--- config.mk ---
export PLATFORM = sky130hd
export DESIGN_NAME = router_fifo
export DESIGN_NICKNAME = d
export VERILOG_FILES = /design/src/rtl/router_fifo.sv
export SDC_FILE = /design/constraint.sdc
export NUM_CORES = 1
export LEC_CHECK = 0
export BUFFER_PORTS_ARGS = -buffer_cell sky130_fd_sc_hd__buf_2
export CORE_MARGIN = 2
export CORE_UTILIZATION = 55
export CTS_CLUSTER_SIZE = 40
export DETAILED_ROUTE_END_ITERATION = 8
export PLACE_DENSITY_LB_ADDON = 0.2
export SLEW_MARGIN = 40
export SYNTH_ARGS = -nofsm -noshare
export SYNTH_HDL_FRONTEND = slang
export SYNTH_SLANG_ARGS = --single-unit
--- constraint.sdc ---
create_clock -name clk -period 5.3 [get_ports clk]
set_input_delay 0.53 -clock clk [delete_from_list [all_inputs] [get_ports clk]]
set_output_delay 0.53 -clock clk [all_outputs]
set_load 0.05 [all_outputs]
--- src/rtl/router_fifo.sv ---
// Per-port packet FIFO for the 1x3 router: stores header/payload/parity bytes and tracks packet length at the output.
// Optional sticky overflow flag enabled by defining ROUTER_FIFO_OVF_FLAG_EN.
module router_fifo #(
  parameter int unsigned DEPTH = 16,
  parameter int unsigned WIDTH = 8
) (
  input  logic             clk,
  input  logic             reset,
  input  logic             soft_reset,
  input  logic             write_enb,
  input  logic             lfd_state,
  input  logic [WIDTH-1:0] data_in,
  input  logic             read_enb,
  output logic [WIDTH-1:0] data_out,
  output logic             full,
  output logic             empty
`ifdef ROUTER_FIFO_OVF_FLAG_EN
  ,
  output logic             overflow
`endif
);

  localparam int unsigned AW = $clog2(DEPTH);
  localparam int unsigned PW = AW + 1;
  localparam int unsigned CW = 6;

  logic [WIDTH:0]  mem [DEPTH];
  logic [PW-1:0]   wr_ptr;
  logic [PW-1:0]   rd_ptr;
  logic [CW-1:0]   pkt_cnt;
  logic [WIDTH:0]  rd_entry;
  logic            wr_acc;
  logic            rd_acc;

  // Extra pointer MSB distinguishes full from empty when the low bits match.
  assign empty    = (wr_ptr == rd_ptr);
  assign full     = (wr_ptr[AW] != rd_ptr[AW]) && (wr_ptr[AW-1:0] == rd_ptr[AW-1:0]);
  assign wr_acc   = write_enb && !full;
  assign rd_acc   = read_enb && !empty;
  assign rd_entry = mem[rd_ptr[AW-1:0]];

  // Storage is never cleared; a flush only moves the pointers.
  always_ff @(posedge clk) begin
    if (wr_acc && !soft_reset) begin
      mem[wr_ptr[AW-1:0]] <= {lfd_state, data_in};
    end
  end

  always_ff @(posedge clk or posedge reset) begin
    if (reset) begin
      wr_ptr   <= '0;
      rd_ptr   <= '0;
      pkt_cnt  <= '0;
      data_out <= '0;
    end else if (soft_reset) begin
      wr_ptr   <= '0;
      rd_ptr   <= '0;
      pkt_cnt  <= '0;
      data_out <= '0;
    end else begin
      if (wr_acc) begin
        wr_ptr <= wr_ptr + PW'(1);
      end
      if (rd_acc) begin
        rd_ptr   <= rd_ptr + PW'(1);
        data_out <= rd_entry[WIDTH-1:0];
        // Header load covers the payload bytes plus the trailing parity byte.
        if (rd_entry[WIDTH]) begin
          pkt_cnt <= CW'(rd_entry[7:2]) + CW'(1);
        end else if (pkt_cnt != '0) begin
          pkt_cnt <= pkt_cnt - CW'(1);
        end
      end else if (pkt_cnt == '0) begin
        data_out <= '0;
      end
    end
  end

`ifdef ROUTER_FIFO_OVF_FLAG_EN
  // Sticky record of any write attempted while full.
  always_ff @(posedge clk or posedge reset) begin
    if (reset) begin
      overflow <= 1'b0;
    end else if (soft_reset) begin
      overflow <= 1'b0;
    end else if (write_enb && full) begin
      overflow <= 1'b1;
    end
  end
`endif

endmodule

==> results.toml <==
[clock_network]
clkLatencyLatePin_ns = 0.43
cts_sinks = 168
h-tree-depth = 4
path_clk_slew_ns = 0.07
cts_setup_buffers = 0
post_cts_resized = 0
cts_root_buf = "clkbuf_16"
numCtsBuffers = 17
cts_hold_buf = 0
cts_max_path_buffers = 2
cts_tree = "yes"

[timing]
fmax_mhz = 334
rsz0062_at_grt = "false"
min_period_ns = 2.99
slew_viol_final = 0
clock_skew_ns = 0.0119
fin_crit_sh_pct = 56.4
max_slew_margin_pct = 44.8
max_slew.worst_pin.slew_ns = 0.828
hold_violations = 0
tns_ns = 0
layout_setup_ws_ns = 2.31
setup_violations = 0

[synth]
synth_warnings = 0
yosys-top-cells-count = "144 x edfxtp_1, 40 x mux4_2, 34 x nor2_1"
synth_compound_area_share_pct = 3.10
synthCells = 395
synthMuxAreaShare_pct = 14.5
async_flop_share_pct = 14.3
yosys.area_share.adder_pct = 1.44
synth_simple_gate_area_share_pct = 5.93
ys_seq_area_share_pct = 70.9
syn_area_um2 = 6940
synth.largest_area_cell = "edfxtp_1"
synth_nets = 417
synth-xor-area-share_pct = 2.27
synth_area_per_cell_um2 = 17.6
ys_seq_elements = 168
synth_cell_types = 36
synth_edf_count = 144
synth_most_common_cell = "edfxtp_1"
synth_top_family_by_area = "multiplexers"
netlist_top_cells_area = "edfxtp_1 62%, mux4_2 13%, dfrtp_1 8.6%, nor2_1 1.8%, ha_1 1.4%"
synthDominantCellAreaShare_pct = 62.3
synth_ff_type = "edfxtp_1"

[detailed_routing]
vias = 3573
wire_per_inst_um = 23.1
first_pass_iters = 4
drtIter0Drc = 360
drc = 0
drt-total-wl_mm = 13.9
via_per_inst = 5.95
antenna_left = 0

[placement]
hpwl_mm = 9.21
portBuffers = 23
dp_slack_ns = 2.28
finalWeightedCongestion = 0.858

[global_route]
grt_max_degree = 41
antenna_found_initial = 0
gr-usage-all-layers_pct = 22.6
grt_overflow_total = 0
first_global_vias = 3521
grt_pass1_wl_mm = 21.2

[critical_path]
cp.required_ns = 5.63
crit_chain = "buf_4 > mux4_2 > a22oi_1 > nand2_1 > ha_1 > xor2_1 > mux2i_1 > a211oi_1"
critPathLaunchType = "register"
criticalPathCategory = "reg -> reg"
worstPathMaxFanout = 21
cp-end-kind = "register"
critPathSlowestCell = "dfrtp_2"
cp.arrival_ns = 3.32
worst_path_largest_cell_delay_ns = 0.80

[layout]
drive_gt1_share_pct = 25.2
final_nets = 438
fill_cells = 914
num_antenna_cells = 0
syn2layout_area_growth_pct = 12.5

[power_and_ir_drop]
seqPwrFrac_pct = 46.9
switchingPower_uw = 807
vdd_drop_max_mv = 0.234
combPwrFrac_pct = 14.0
clkPwrFrac_pct = 39.1
p_int_mw = 2.44
p_sw_share_pct = 24.9
p_leak_nw = 2.57
p_per_area_nw_per_um2 = 415

[die]
die_x_um = 116
row_count = 41
io_pins = 24
start_util_pct = 55.7
core_um2 = 12500
die_h_um = 116
die_area_um2 = 13500

[min_path]
hp-class = "in -> async"

[outcome]
status = "finished clean"

[flow_run]
drv_cap = 0
## cells in the final DEF, fill, tap and decap left out, drive strengths merged, types with 3 or more instances in the layout
cell and count:
xor2 11, xnor2 7, dfrtp 24, clkinv 7
clkbuf 18, bufinv 4, o22ai 3, inv 6
edfxtp 144, nand2 22, ha 8, a21oi 15
nand3 14, nand2b 5, mux4 42, nor2 34
mux2i 5, buf 24, a22oi 4, nor3 3
nand4 5, o21ai 7
## through the flow
| step | utilization [%] | total power, mW | std cells | area (um^2) | hold WS [ns] |
|---|---|---|---|---|---|
| 2_1_floorplan | - | 1.89 | 395 | 6940 | 0.545 |
| 3_3_place_gp | 57.5 | 2.00 | 569 | 7170 | 0.523 |
| 3_5_place_dp | 57.6 | 2.01 | 569 | 7180 | 0.523 |
| 4_1_cts | 62.5 | 3.27 | 601 | 7790 | 0.128 |
| 5_1_grt | 62.7 | 3.36 | 601 | 7820 | 0.161 |
| 6_report | 62.7 | 3.24 | 601 | 7820 | 0.118 |
## final timing paths
kind / start / slack [ns] / end / depth (start not counted)
worst max-delay path: rd_ptr[0] / 2.31 / pkt_cnt[2] / 8
worst min-delay path: reset / 0.12 / wr_ptr[2] / 2
worst max register to register: rd_ptr[0] / 2.31 / pkt_cnt[2] / 8
worst min register to register: data_out[1] / 0.53 / data_out[1] / 2
max in group asynchronous: reset / 4.79 / rd_ptr[1] / 2
min in group clk: lfd_state / 0.49 / mem[1][8] / 1
## cells by family (layout without fill, tap and decap cells)
| logic type | Yosys count | in the layout |
|---|---|---|
| buffers and inverters | 27 | 61 |
| multiplexers | 47 | 47 |
| adder cells (fa/ha/maj) | 8 | 8 |
| AND/OR/NAND/NOR | 91 | 91 |
| flip-flops | 168 | 168 |
| AO/OA/AOI/OAI | 36 | 36 |
| XOR/XNOR | 18 | 18 |
## worst max-delay path: cells and delay by family, from the launching register on
| kind | cells | cell delay [ns] |
|---|---|---|
| AND/OR/NAND/NOR | 1 | 0.11 |
| XOR/XNOR | 1 | 0.16 |
| multiplexers | 2 | 0.68 |
| flip-flops | 1 | 0.80 |
| buffers and inverters | 1 | 0.39 |
| adder cells (fa/ha/maj) | 1 | 0.22 |
| AO/OA/AOI/OAI | 2 | 0.51 |
## per-layer routing
| layer | global-route usage (%) | routed length [um] | vias up |
|---|---|---|---|
| met5 | 0 | 0 | - |
| met2 | 33.2 | 6640 | 108 |
| met4 | 10.8 | 480 | 0 |
| met3 | 6.54 | 699 | 23 |
| met1 | 31.7 | 6050 | 1860 |
| li1 | - | - | 1582 |
## sequential cells by signal, indices dropped and copies added (netlist names)
| register | count |
|---|---|
| rd_ptr | 5 |
| data_out | 8 |
| mem | 144 |
| wr_ptr | 5 |
| pkt_cnt | 6 |
## power by group through the flow
stage                     Clock [mW]  Sequential, mW  Combinational [mW]
after floorplan                    0            1.54               0.353
after global placement             0            1.55               0.448
after detailed placement           0            1.55               0.453
after CTS                       1.29            1.52               0.454
after global routing            1.34            1.53               0.496
final                           1.27            1.52               0.453
## area by class of cell
cell class,count,area [um^2],share of cell area [%]
timing repair buffer,24,123,1.57
inverter,5,18.8,0.240
multi-input combinational,200,1920,24.6
sequential,168,4930,63.1
clock buffer,18,429,5.49
clock inverter,14,180,2.31
tap,172,215,2.75
No activity file was read; power rests on OpenSTA's default activity.
